File: src/rtl/dram_arbiter_pkg.sv
`default_nettype none
// ============================================================================
//  Module      : dram_arbiter_pkg
//  Description : Shared constants and request-bundle layout for dram_arbiter.
//  Revision    : 1.0 - initial release
// ============================================================================
package dram_arbiter_pkg;

    localparam logic PORT_CPU = 1'b0;
    localparam logic PORT_LDR = 1'b1;

    function automatic int be_width(input int dw);
        return dw / 8;
    endfunction

    // A request bundle is packed MSB-first as {we, addr, wdata}.
    function automatic int req_width(input int aw, input int dw);
        return be_width(dw) + aw + dw;
    endfunction

endpackage
`default_nettype wire

File: src/rtl/dram_arbiter_tag_fifo.sv
`default_nettype none
// ============================================================================
//  Module      : tag_fifo
//  Description : 1-bit-wide synchronous FIFO holding the owner of each read.
//  Revision    : 1.0 - initial release
// ============================================================================
module tag_fifo #(
    parameter int DEPTH = 4
) (
    input  logic                     clk,
    input  logic                     rst,
    input  logic                     push,
    input  logic                     din,
    input  logic                     pop,
    output logic                     dout,
    output logic                     full,
    output logic                     empty,
    output logic [$clog2(DEPTH):0]   count
);

    localparam int C_PW = $clog2(DEPTH);

    logic [DEPTH-1:0] r_mem;
    logic [C_PW-1:0]  r_wr_ptr;
    logic [C_PW-1:0]  r_rd_ptr;
    logic [C_PW:0]    r_count;
    logic             w_do_push;
    logic             w_do_pop;

    assign full      = (r_count == (C_PW + 1)'(DEPTH));
    assign empty     = (r_count == '0);
    assign count     = r_count;
    assign dout      = r_mem[r_rd_ptr];
    assign w_do_pop  = pop && !empty;
    // A pop in the same cycle frees the slot, so a full FIFO still takes a push.
    assign w_do_push = push && (!full || w_do_pop);

    always_ff @(posedge clk) begin
        if (rst) begin
            r_mem    <= '0;
            r_wr_ptr <= '0;
            r_rd_ptr <= '0;
            r_count  <= '0;
        end else begin
            if (w_do_push) begin
                r_mem[r_wr_ptr] <= din;
                r_wr_ptr        <= r_wr_ptr + 1'b1;
            end
            if (w_do_pop) begin
                r_rd_ptr <= r_rd_ptr + 1'b1;
            end
            r_count <= r_count + {{C_PW{1'b0}}, w_do_push} - {{C_PW{1'b0}}, w_do_pop};
        end
    end

endmodule
`default_nettype wire

File: src/rtl/dram_arbiter.sv
`default_nettype none
// ============================================================================
//  Module      : dram_arbiter
//  Description : Two-port DRAM arbiter (CPU / loader) with in-order read routing.
//  Revision    : 1.0 - initial release
// ============================================================================
module dram_arbiter
    import dram_arbiter_pkg::*;
#(
    parameter int AW        = 32,
    parameter int DW        = 32,
    parameter int MAX_OUTST = 4,
    parameter int CPU_PRIO  = 0
) (
    input  logic                        clk,
    input  logic                        rst,
    input  logic                        p0_valid,
    input  logic [be_width(DW)-1:0]     p0_we,
    input  logic [AW-1:0]               p0_addr,
    input  logic [DW-1:0]               p0_wdata,
    output logic                        p0_ready,
    output logic                        p0_rvalid,
    output logic [DW-1:0]               p0_rdata,
    input  logic                        p1_valid,
    input  logic [be_width(DW)-1:0]     p1_we,
    input  logic [AW-1:0]               p1_addr,
    input  logic [DW-1:0]               p1_wdata,
    output logic                        p1_ready,
    output logic                        p1_rvalid,
    output logic [DW-1:0]               p1_rdata,
    output logic                        mem_valid,
    output logic [be_width(DW)-1:0]     mem_we,
    output logic [AW-1:0]               mem_addr,
    output logic [DW-1:0]               mem_wdata,
    input  logic                        mem_ready,
    input  logic                        mem_rvalid,
    input  logic [DW-1:0]               mem_rdata,
    output logic [$clog2(MAX_OUTST):0]  outst,
    output logic                        err_orphan
);

    localparam int            C_BW        = be_width(DW);
    localparam int            C_RW        = req_width(AW, DW);
    localparam logic [AW-1:0] C_ADDR_MASK = ~AW'(3);

    logic [C_RW-1:0] w_req0, w_req1, w_req_g;
    logic            w_elig0, w_elig1;
    logic            w_gnt_any, w_gnt_port;
    logic            w_hs, w_push, w_pop;
    logic            w_full, w_empty, w_head;
    logic            r_rr_ptr, r_lock, r_lock_port;
    logic            r_p0_rvalid, r_p1_rvalid, r_err_orphan;
    logic [DW-1:0]   r_p0_rdata, r_p1_rdata;

    assign w_req0  = {p0_we, p0_addr, p0_wdata};
    assign w_req1  = {p1_we, p1_addr, p1_wdata};
    // Reads are held off while the tag FIFO is full; writes always compete.
    assign w_elig0 = p0_valid && !(w_full && (p0_we == '0));
    assign w_elig1 = p1_valid && !(w_full && (p1_we == '0));

    always_comb begin
        w_gnt_any  = 1'b0;
        w_gnt_port = PORT_CPU;
        if (r_lock) begin
            w_gnt_any  = 1'b1;
            w_gnt_port = r_lock_port;
        end else if (w_elig0 && w_elig1) begin
            w_gnt_any  = 1'b1;
            w_gnt_port = (CPU_PRIO != 0) ? PORT_CPU : r_rr_ptr;
        end else if (w_elig0) begin
            w_gnt_any  = 1'b1;
            w_gnt_port = PORT_CPU;
        end else if (w_elig1) begin
            w_gnt_any  = 1'b1;
            w_gnt_port = PORT_LDR;
        end
        if (rst) begin
            w_gnt_any = 1'b0;
        end
    end

    assign w_req_g   = (w_gnt_port == PORT_LDR) ? w_req1 : w_req0;
    assign mem_valid = w_gnt_any;
    assign mem_we    = w_req_g[C_RW-1 -: C_BW];
    assign mem_addr  = w_req_g[DW +: AW] & C_ADDR_MASK;
    assign mem_wdata = w_req_g[DW-1:0];

    assign p0_ready  = w_gnt_any && (w_gnt_port == PORT_CPU) && mem_ready;
    assign p1_ready  = w_gnt_any && (w_gnt_port == PORT_LDR) && mem_ready;

    assign w_hs      = w_gnt_any && mem_ready;
    assign w_push    = w_hs && (mem_we == '0);
    assign w_pop     = mem_rvalid && !w_empty;

    tag_fifo #(
        .DEPTH (MAX_OUTST)
    ) u_tag_fifo (
        .clk   (clk),
        .rst   (rst),
        .push  (w_push),
        .din   (w_gnt_port),
        .pop   (w_pop),
        .dout  (w_head),
        .full  (w_full),
        .empty (w_empty),
        .count (outst)
    );

    always_ff @(posedge clk) begin
        if (rst) begin
            r_rr_ptr     <= PORT_CPU;
            r_lock       <= 1'b0;
            r_lock_port  <= PORT_CPU;
            r_p0_rvalid  <= 1'b0;
            r_p1_rvalid  <= 1'b0;
            r_p0_rdata   <= '0;
            r_p1_rdata   <= '0;
            r_err_orphan <= 1'b0;
        end else begin
            if (w_hs) begin
                r_rr_ptr <= ~w_gnt_port;
            end
            r_lock      <= w_gnt_any && !mem_ready;
            r_lock_port <= w_gnt_port;
            r_p0_rvalid <= w_pop && (w_head == PORT_CPU);
            r_p1_rvalid <= w_pop && (w_head == PORT_LDR);
            if (w_pop && (w_head == PORT_CPU)) begin
                r_p0_rdata <= mem_rdata;
            end
            if (w_pop && (w_head == PORT_LDR)) begin
                r_p1_rdata <= mem_rdata;
            end
            if (mem_rvalid && w_empty) begin
                r_err_orphan <= 1'b1;
            end
        end
    end

    assign p0_rvalid  = r_p0_rvalid;
    assign p1_rvalid  = r_p1_rvalid;
    assign p0_rdata   = r_p0_rdata;
    assign p1_rdata   = r_p1_rdata;
    assign err_orphan = r_err_orphan;

endmodule
`default_nettype wire

File: config.mk
export PLATFORM = sky130hd
export DESIGN_NAME = dram_arbiter
export DESIGN_NICKNAME = d
export VERILOG_FILES = /design/src/rtl/dram_arbiter_pkg.sv /design/src/rtl/dram_arbiter_tag_fifo.sv /design/src/rtl/dram_arbiter.sv
export SDC_FILE = /design/constraint.sdc
export NUM_CORES = 1
export LEC_CHECK = 0
export ABC_AREA = 1
export BUFFER_PORTS_ARGS = -buffer_cell sky130_fd_sc_hd__buf_2
export CAP_MARGIN = 15
export CORE_ASPECT_RATIO = 1.75
export CORE_MARGIN = 10
export CORE_UTILIZATION = 36
export CTS_BUF_LIST = sky130_fd_sc_hd__clkbuf_16
export CTS_CLUSTER_SIZE = 20
export DETAILED_ROUTE_END_ITERATION = 8
export PLACE_DENSITY = 0.74
export SYNTH_ARGS = -nofsm -noshare
export SYNTH_HDL_FRONTEND = slang
export SYNTH_SLANG_ARGS = --single-unit
File: constraint.sdc
create_clock -name clk -period 2 [get_ports clk]
set_input_delay 0.3 -clock clk [delete_from_list [all_inputs] [get_ports clk]]
set_output_delay 0.3 -clock clk [all_outputs]
set_load 0.02 [all_outputs]
* Yosys cells after proc, flatten, opt, wreduce, memory -nomap -nowiden
Index checks and enable logic that the tools add are counted.
** Cells by class
- Multiplexer cells :: 14
- Reduce and logical (&&, ||, !) cells :: 29
- Eq/ne operators :: 1
- Order comparisons :: 3
- Bitwise logic cells :: 2
- Add/subtract/negate cells :: 4
** Operators with widths (count)
- $mux 68 :: 1
- $logic_and 1x1->1 :: 19
- $logic_not 4->1 :: 3
- $mux 1 :: 10
- $lt 2x3->1 const B :: 2
- $logic_not 1->1 :: 5
- $add 2x1->2 const B :: 2
- $bwmux 4 :: 1
- $add 3x1->3 :: 1
- $eq 3x3->1 const B :: 1
- $logic_not 3->1 :: 1
- $sub 3x1->3 :: 1
- $bmux 1 s2 :: 1
- $demux 1 s2 :: 1
- $ge 2x1->1 const B :: 1
- $not 1->1 :: 2
- $logic_or 1x1->1 :: 1
** Word-level totals
- Input bits :: 174
- Word-level logic and storage cells :: 65
- Output and inout port bits :: 141
- Register bits :: 81

* Longest topological paths before layout
Gate-level depths: netlist of run 1.
- Word-level depth :: 14
- Depth in mapped cells :: 17
- Depth with buffers taken out :: 17

* Modules after synthesis
From an unflattened synthesis of run 1, not the netlist that was laid out.
** Unflattened totals
- Cell total of the unflattened synthesis :: 644
- Area, all modules :: 4113.9 µm²
** By module, submodules not included
- dram_arbiter :: cells each 552, instances 1, seq. area each 1401.3 µm², area each 3452.1 µm²
- tag_fifo :: cells each 92, instances 1, seq. area each 220.2 µm², area each 661.9 µm²

* Worst setup path before layout of run 1
Ideal clock, no wire load.
- Kind :: flip-flop to flip-flop
- Start :: register u_tag_fifo.r_count[1], in the netlist u_tag_fifo.count[1]
- End :: register u_tag_fifo.r_count[2], in the netlist u_tag_fifo.count[2]
- Slack :: -0.469 ns
- Buffers on the path :: 0
- Required time :: 1.880 ns
- Period minus slack after synthesis :: 2.469 ns
- Library setup time :: 0.120 ns
- Stages on the path, launching flop included :: 18
- Arrival time :: 2.348 ns
- Path through :: dfxtp_1 > nor2_4 > nand2_2 > nor2_2 > nor3_2 > nand2_2 > nand2_4 > inv_2 > nand2_1 > nand2_2 > nor2_4 > nand2_2 > inv_2 > ha_1 > inv_1 > fa_1 > o21ai_0 > a21oi_1
** On the way
- Word-level cells in the longest chain between the ends :: 14
- Elaborated cells on any way between the ends :: 29
- Classes of those cells :: 2 x add/sub; 1 x eq/ne; 9 x mux; 17 x reduce/logical
** Ends and longest elaborated chain
- from (decl) :: line dram_arbiter_tag_fifo.sv:26 : logic [C_PW:0] r_count;
- from (signal assigned) :: line dram_arbiter_tag_fifo.sv:52 : r_count <= r_count + {{C_PW{1'b0}}, w_do_push} - {{C_PW{1'b0}}, w_do_pop};
- $eq 3x3->1 * :: line dram_arbiter_tag_fifo.sv:30 : assign full = (r_count == (C_PW + 1)'(DEPTH));
- $logic_and 1x1->1 :: line dram_arbiter.sv:59 : assign w_elig1 = p1_valid && !(w_full && (p1_we == '0));
- $logic_not 1->1 :: line dram_arbiter.sv:59
- $logic_and 1x1->1 :: line dram_arbiter.sv:59
- $mux 1 :: line dram_arbiter.sv:73 : end else if (w_elig1) begin
- $mux 1 :: line dram_arbiter.sv:70 : end else if (w_elig0) begin
- $mux 1 * :: line dram_arbiter.sv:67 : end else if (w_elig0 && w_elig1) begin
- $mux 1 * :: line dram_arbiter.sv:64 : if (r_lock) begin
- $mux 68 * :: line dram_arbiter.sv:82 : assign w_req_g = (w_gnt_port == PORT_LDR) ? w_req1 : w_req0;
- net mem_we[3] :: line dram_arbiter.sv:32 : output logic [be_width(DW)-1:0] mem_we,
- $logic_not 4->1 * :: line dram_arbiter.sv:92 : assign w_push = w_hs && (mem_we == '0);
- $logic_and 1x1->1 * :: line dram_arbiter.sv:92
- $logic_and 1x1->1 * :: line dram_arbiter_tag_fifo.sv:36 : assign w_do_push = push && (!full || w_do_pop);
- net u_tag_fifo.w_do_push :: line dram_arbiter_tag_fifo.sv:27 : logic w_do_push;
- $add 3x1->3 * :: line dram_arbiter_tag_fifo.sv:52
- $sub 3x1->3 * :: line dram_arbiter_tag_fifo.sv:52
The timed path passes the listed nets; every way through them passes the cells marked *.
A chain may end at the register's enable or synchronous reset.

* Worst setup path after layout of run 1
- Start :: register u_tag_fifo.r_count[1], in the netlist u_tag_fifo.count[1]
- End :: output port mem_wdata[10]
** On the way
- Word-level cells in the longest chain between the ends :: 9
- Elaborated cells on any way between the ends :: 13
- Classes of those cells :: 1 x eq/ne; 5 x mux; 7 x reduce/logical
** Ends and longest elaborated chain
- $eq 3x3->1 * :: line dram_arbiter_tag_fifo.sv:30
- $logic_and 1x1->1 :: line dram_arbiter.sv:59
- $logic_not 1->1 :: line dram_arbiter.sv:59
- $logic_and 1x1->1 :: line dram_arbiter.sv:59
- $mux 1 :: line dram_arbiter.sv:73
- $mux 1 :: line dram_arbiter.sv:70
- $mux 1 * :: line dram_arbiter.sv:67
- $mux 1 * :: line dram_arbiter.sv:64
- $mux 68 * :: line dram_arbiter.sv:82
- to (decl) :: line dram_arbiter.sv:34 : output logic [DW-1:0] mem_wdata,
Mark *: on every way between the ends. The rest lies on a longest branch, timed or not.

==> results of run 1 <==
## layout by cell type, fill, tap and decap left out, drive strengths merged
| cell type | count |
|---|---|
| buf | 343 |
| nand2 | 215 |
| nor2 | 157 |
| dfxtp | 81 |
| o21ai | 72 |
| inv | 35 |
| clkbuf | 12 |
| diode | 10 |
| nand3 | 8 |
| nand4 | 6 |
| ha | 6 |
| a21oi | 5 |
| clkinvlp | 4 |
| conb | 2 |
| nor3 | 1 |
| nand3b | 1 |
| o22ai | 1 |
| a211oi | 1 |
| xor2 | 1 |
| fa | 1 |
| clkinv | 1 |
## metal layers
layer / up-vias / wire, microns / track usage (%)
li1: 2589 / - / -
met4: 12 / 379 / 6.479
met2: 249 / 9237 / 38.97
met3: 35 / 2687 / 13.89
met5: - / 73 / 0
met1: 2146 / 6577 / 21.35
## worst max-delay path by stage
stage	start	endpoint	cells after the start
6_report	u_tag_fifo.count[1]	mem_wdata[10]	12
5_1_grt	u_tag_fifo.count[1]	mem_wdata[10]	12
4_1_cts	u_tag_fifo.count[0]	u_tag_fifo.count[1]	15
3_5_place_dp	p1_we[3]	u_tag_fifo.count[1]	16
3_3_place_gp	p1_we[3]	u_tag_fifo.count[1]	16
2_1_floorplan	u_tag_fifo.count[0]	u_tag_fifo.count[1]	16
## flip-flops by register name, summed over array words and instances (netlist names), 2 cells and up
signal and cells:
u_tag_fifo.r_mem 4, p1_rdata 32, u_tag_fifo.r_rd_ptr 2, u_tag_fifo.r_wr_ptr 2, u_tag_fifo.count 3, p0_rdata 32
## cell type report
| cell class | instances | area [sq um] | share of cell area (%) |
|---|---|---|---|
| antenna | 10 | 25.02 | 0.3715 |
| clock buffer | 10 | 250.2 | 3.715 |
| clock inverter | 6 | 42.54 | 0.6315 |
| inverter | 34 | 130.1 | 1.932 |
| multi-input combinational | 477 | 2130 | 31.61 |
| sequential | 81 | 1630 | 24.20 |
| tap | 130 | 162.7 | 2.415 |
| timing repair buffer | 345 | 2366 | 35.12 |
## where the power goes
part           internal, mW  total, mW  switching, mW
clock network         0.913       1.58          0.663
registers              2.00       2.19          0.184
logic                  1.21       3.14           1.93
total                  4.13       6.91           2.78
## through the flow
step                total power, mW  hold WS [ps]  instances  setup slack (ps)
floorplan                     3.893         372.4        629            -270.5
global placement              4.999         457.0       1062            -286.0
detailed placement            5.049         467.1       1062            -327.9
CTS                           6.906         162.0       1081            -208.0
global route                  7.340         173.6       1086            -364.3
finish                        6.906         173.1       1093            -236.3
## repair_timing
action | 4_1_cts | 5_1_grt
cloned | 3 | 1
setup buffers | 0 | 1
setup endpoints to repair | 67 | 73
pin swaps | 0 | 4
resized for setup | 138 | 19
## cell families after synthesis
group                      count (synthesis)  share of synthesized area, %
and+or+nand+nor                          388                         39.15
xor gates and xnor gates                   1                        0.2202
buffers and inverters                     71                         7.264
other                                      1                       0.09425
AOI/OAI and AO/OA                         79                         10.13
DFF                                       81                         40.75
adders and majority gates                  7                         2.390
## critical path, cell delays in order (launching register included)
cell and delay (ps):
dfxtp_4 350, nor2_4 130, nand2_2 70, nor2_2 90, nor3_2 50, nand2_2 100
nand2_4 100, inv_4 110, buf_12 160, buf_16 150, nand2_1 80, nand2_1 90
buf_6 120
==> metrics.md, run 1 <==
| Metric | Value |
|---|---|
| Status | complete, but fails checks |
| Failing checks | negative setup slack |
| HP Class | in -> reg |
| R2R Path Start | u_tag_fifo.count[1] |
| Detailed Routing Iterations Pass 1 | 4 |
| Placeable Area | 0.01076 sq mm |
| Die ar. | 0.01582 sq mm |
| CTS tree | yes |
| Most frequent cell after synthesis | nand2_1 |
| Clock transition at path regs | 60 ps |
| Worst R2R Path Depth | 15 |
| GP Congestion | 0.8994 |
| Kind of critical path | reg -> out |
| Skew final | 5.593 ps |
| Drc violations | 0 |
| Hold buffers post-CTS | 0 |
| Fin. Hold Viols | 0 |
| Largest fanout on the critical path | 16 |
| Port Buffer Count | 308 |
| Clock Tree Buf Depth | 2 |
| Final Setup Violations | 67 |
| Top post-synthesis cells by area | dfxtp_1 41%, nand2_1 20%, nor2_1 14% |
| Design Area, Final | 0.006736 sq mm |
| Die X | 99.47 microns |
| Slew Limit Headroom | 58.70% |
| Global Route Usage Sum | 22.50% |
| Setup ws final | -236.3 ps |
| Later-pin clock latency in the skew report | 330 ps |
| Hold Crit Depth | 2 |
| Mean number of vias per cell | 4.603 |
| Num CTS Buffers | 9 |
| Number of global-route vias before repair | 5088 |
| Peak supply drop | 839.3 uV |
| Slew Limit Fails | 0 |
| Hold Crit Start | mem_ready |
| R2R Path End | u_tag_fifo.count[1] |
| Site Rows | 50 |
| Fillers | 981 |
| Syn_area_per_cell | 6.336 sq um |
| Worst Path Required | 1700 ps |
| P_leak | 3.707 nW |
| CP Capture Type | output pin |
| Post-synth top area share | 40.75% |
| Synth async-reset ratio | 0% |
| H-tree depth | 3 |
| Fin crit period | 2236 ps |
| Starting DRT DRC Count | 148 |
| Max cap viols | 0 |
| Yosys top cell by area | dfxtp_1 |
| Worst-margin pin slew | 619.5 ps |
| Area delta synth->final | 69.31% |
| Number of synthesized flops with an enable pin | 0 |
| Data arrival, critical path | 1940 ps |
| Unrepaired setup endpoints after global routing | true |
| Clock sink total | 81 |
| Setup_tns | -12610 ps |
| Final wirelength | 18950 microns |
| Sequential share of the synthesized area | 40.75% |
| Max Freq | 447.2 MHz |
| Final Core Density | 62.60% |
| Count of cell types in the netlist | 27 |
| Ys Warns | 0 |
| Pin count of the biggest net entering global routing | 74 |
| Top cells by count, synth | 208 x nand2_1, 153 x nor2_1, 81 x dfxtp_1 |
| CTS root buf | clkbuf_16 |
| Wire per inst | 17.34 microns |
| Synthesized cell area | 0.003979 sq mm |
| Placed cell area | 0.005828 sq mm |
| PD cells | 1025 mW/mm^2 |
| Starting density of the core | 36.98% |
| FF+latch count, synth | 81 |
| Mapped Cells | 628 |
| Die Y | 159.1 microns |
| Detail Placement HPWL | 14490 microns |
| GRT overflow | 0 |
| Hold EP | r_lock |
| DR vias | 5031 |
| NumNets Final | 1129 |
| Initial antenna violation count | 17 |
| Final period utilization | 111.8% |
| Top FF cell, synth | dfxtp_1 |
| Share of layout cells above drive strength 1 | 41.34% |
| # IOs | 315 |
| First-pass GRT wire length | 28260 microns |
| Antenna-violating nets left | 0 |
| Reg2Reg Setup Slack | -200 ps |
| Worst setup SP type | flip-flop |
No activity file was read; power rests on OpenSTA's default activity.
==> run 2: changes to the inputs <==
--- a/config.mk
+++ b/config.mk
@@ -8,7 +8,6 @@
 export ABC_AREA = 1
 export BUFFER_PORTS_ARGS = -buffer_cell sky130_fd_sc_hd__buf_2
 export CAP_MARGIN = 15
-export CORE_ASPECT_RATIO = 1.75
 export CORE_MARGIN = 10
 export CORE_UTILIZATION = 36
 export CTS_BUF_LIST = sky130_fd_sc_hd__clkbuf_16
==> run 2 against run 1 <==
Net effect: the flow still finishes with violations (negative setup slack); worst setup slack worse by 120 ps; total power increased by 8.1%; sequential power is essentially flat; critical path type unchanged; largest power group unchanged.
==> metrics.md, run 2 (same netlist as run 1, synthesis figures left out) <==
| Metric | Value |
|---|---|
| Status | complete, but fails checks |
| Failing checks | negative setup slack |
| Die Y | 125.1 microns (-21%) |
| Max cap viols | 0 (unchanged) |
| R2R Path Start | u_tag_fifo.count[1] |
| GRT overflow | 0 (unchanged) |
| Share of layout cells above drive strength 1 | 53.66% (+12 points) |
| HP Class | in -> reg |
| Clock sink total | 81 (unchanged) |
| Register Area | 0.001630 sq mm (unchanged) |
| Skew final | 9.033 ps (+3.440 ps) |
| Commonest non-fill, non-tap cell in the layout | buf_2 |
| CP Capture Point | mem_we[0] |
| Mean number of vias per cell | 4.852 (+5.4%) |
| Starting DRT DRC Count | 376 (+150%) |
| Hold buffers post-CTS | 0 (unchanged) |
| Worst Path Required | 1700 ps (about the same) |
| Number of global-route vias before repair | 5122 (+0.67%) |
| Die ar. | 0.01566 sq mm (-1.0%) |
| Detailed Routing Iterations Pass 1 | 5 (+1) |
| First-pass GRT wire length | 28840 microns (+2.1%) |
| Area delta synth->final | 90.85% |
| Fillers | 829 (-15%) |
| Global Route Usage Sum | 22.76% (+0.26 points) |
| Worst-margin pin slew | 616.9 ps (-2.558 ps) |
| Starting density of the core | 36.70% (-0.27 points) |
| Initial antenna violation count | 7 (-10) |
| # IOs | 315 (unchanged) |
| Clock transition at path regs | 60 ps (about the same) |
| CP Capture Type | output pin |
| Worst R2R Path Depth | 16 (+1) |
| NumNets Final | 1147 (+1.6%) |
| Setup ws final | -355.7 ps (-119.4 ps) |
| Reg2Reg Setup Slack | -340 ps (-140 ps) |
| Wire length on met2 | 10990 microns (+19%) |
| Final wirelength | 21970 microns (+16%) |
| PD cells | 982.9 mW/mm^2 (-4.1%) |
| Max Freq | 424.5 MHz (-5.1%) |
| Port Buffer Count | 308 (unchanged) |
| Fin. Hold Viols | 0 (unchanged) |
| Slew Limit Fails | 0 (unchanged) |
| Hold_ws | 174.9 ps (+1.784 ps) |
| Setup crit start | u_tag_fifo.count[1] |
| Unrepaired setup endpoints after global routing | true |
| Post-Layout Cell Count | 1117 (+2.2%) |
| # placed instances | 1072 (+0.94%) |
| Num CTS Buffers | 9 (unchanged) |
| DRT met1 WL | 8036 microns (+22%) |
| Die X | 125.1 microns (+26%) |
| Commonest cells after routing, fill and taps aside | 254 x buf_2, 151 x nor2_1, 92 x nand2_1 |
| Max Used Layer | met4 |
| Data arrival, critical path | 2060 ps (+120 ps) |
| H-tree depth | 3 (unchanged) |
| Antenna-violating nets left | 0 (unchanged) |
| Kind of critical path | reg -> out |
| CTS tree | yes |
| Final period utilization | 117.8% (+6.0 points) |
| Fin crit period | 2356 ps (+119.4 ps) |
| Drc violations | 0 (unchanged) |
| Pin count of the biggest net entering global routing | 74 (unchanged) |
| GP Congestion | 0.9457 (+5.1%) |
| Slew Limit Headroom | 58.87% (+0.17 points) |
| Later-pin clock latency in the skew report | 330 ps (about the same) |
| Multi-input gate area | 0.002735 sq mm (+28%) |
| Detail Placement HPWL | 14790 microns (+2.0%) |
| CTS root buf | clkbuf_16 |
| Wire per inst | 19.67 microns (+13%) |
| Peak supply drop | 757.2 uV (-9.8%) |
| Worst setup SP type | flip-flop |
| Clock Tree Buf Depth | 2 (unchanged) |
| Placeable Area | 0.01084 sq mm (+0.74%) |
| R2R Path End | u_tag_fifo.count[1] |
| Largest fanout on the critical path | 3 (-13) |
| DR WL met3 | 2059 microns (-23%) |
| Site Rows | 38 (-24%) |
| DR vias | 5420 (+7.7%) |
| Final Setup Violations | 70 (+4.5%) |
| P_leak | 4.061 nW (+9.5%) |
-- run 2: cell count changes in the layout (fill, tap and decap cells not counted), moves of 4 or more --
cell / before / now
nand2_4: 3 / 59
buf_2: 241 / 254
nand2_1: 200 / 92
buf_6: 65 / 59
diode_2: 10 / 6
nand2_2: 11 / 62
-- run 2: final cells by class --
type	count	share of cell area [%]
timing repair inverter	1	0.2142
timing repair buffer	361	33.50
multi-input combinational	478	36.02
clock inverter	7	1.302
clock buffer	9	2.966
inverter	34	2.027
antenna	6	0.1977
sequential	81	21.47
tap	140	2.307
-- run 2: through the flow --
| step | power [mW] | util (%) | setup TNS [ps] | instance area [sq um] | setup slack [ps] |
|---|---|---|---|---|---|
| 6_report | 7.464 | 70.05 | -17800 | 7594 | -355.7 |
| 5_1_grt | 7.902 | 70.03 | -23350 | 7591 | -454.7 |
| 4_1_cts | 7.075 | 61.82 | -12400 | 6701 | -227.9 |
| 3_5_place_dp | 5.055 | 53.76 | -12100 | 5828 | -291.2 |
| 3_3_place_gp | 5.018 | 53.76 | -8657 | 5828 | -257.8 |
| 2_1_floorplan | 3.893 | - | -484.1 | 4018 | -270.5 |
-- run 2: routing by layer --
layer | track usage [%] | up-vias
li1 | - | 2622
met1 | 25.69 | 2446
met2 | 39.80 | 294
met3 | 7.436 | 58
met4 | 6.978 | 0
met5 | 0 | -
-- run 2: worst max-delay path, cell delays in order, from the launching register on --
cell      delay, ps
dfxtp_4         350
nor2_4          120
nand4_1         150
nand3_2         150
nand2_4         100
buf_6           130
nand3b_1        130
nand2_2          90
buf_4           140
buf_6           110
buf_6           100
inv_2            40
buf_6           110
-- run 2: how the worst min path moves through the flow --
stage          slack [ps]  cells past startpoint    startpoint            to
2_1_floorplan         370                      1     mem_ready        r_lock
3_3_place_gp          460                      2  p1_rdata[21]  p1_rdata[21]
3_5_place_dp          460                      2    err_orphan    err_orphan
4_1_cts               150                      2     mem_ready        r_lock
5_1_grt               170                      2     mem_ready        r_lock
6_report              170                      2     mem_ready        r_lock
-- run 2: power by group --
| group | switching (mW) | internal (mW) |
|---|---|---|
| Combinational | 2.15 | 1.36 |
| Clock | 0.662 | 1.10 |
| Sequential | 0.187 | 2.00 |
| Total | 2.99 | 4.47 |
-- run 2: repair_timing --
| action | CTS | global route |
|---|---|---|
| pin swaps | 10 | 31 |
| gates cloned | 5 | 7 |
| setup buffers | 11 | 5 |
| setup endpoints to repair | 68 | 74 |
| resized for setup | 101 | 226 |
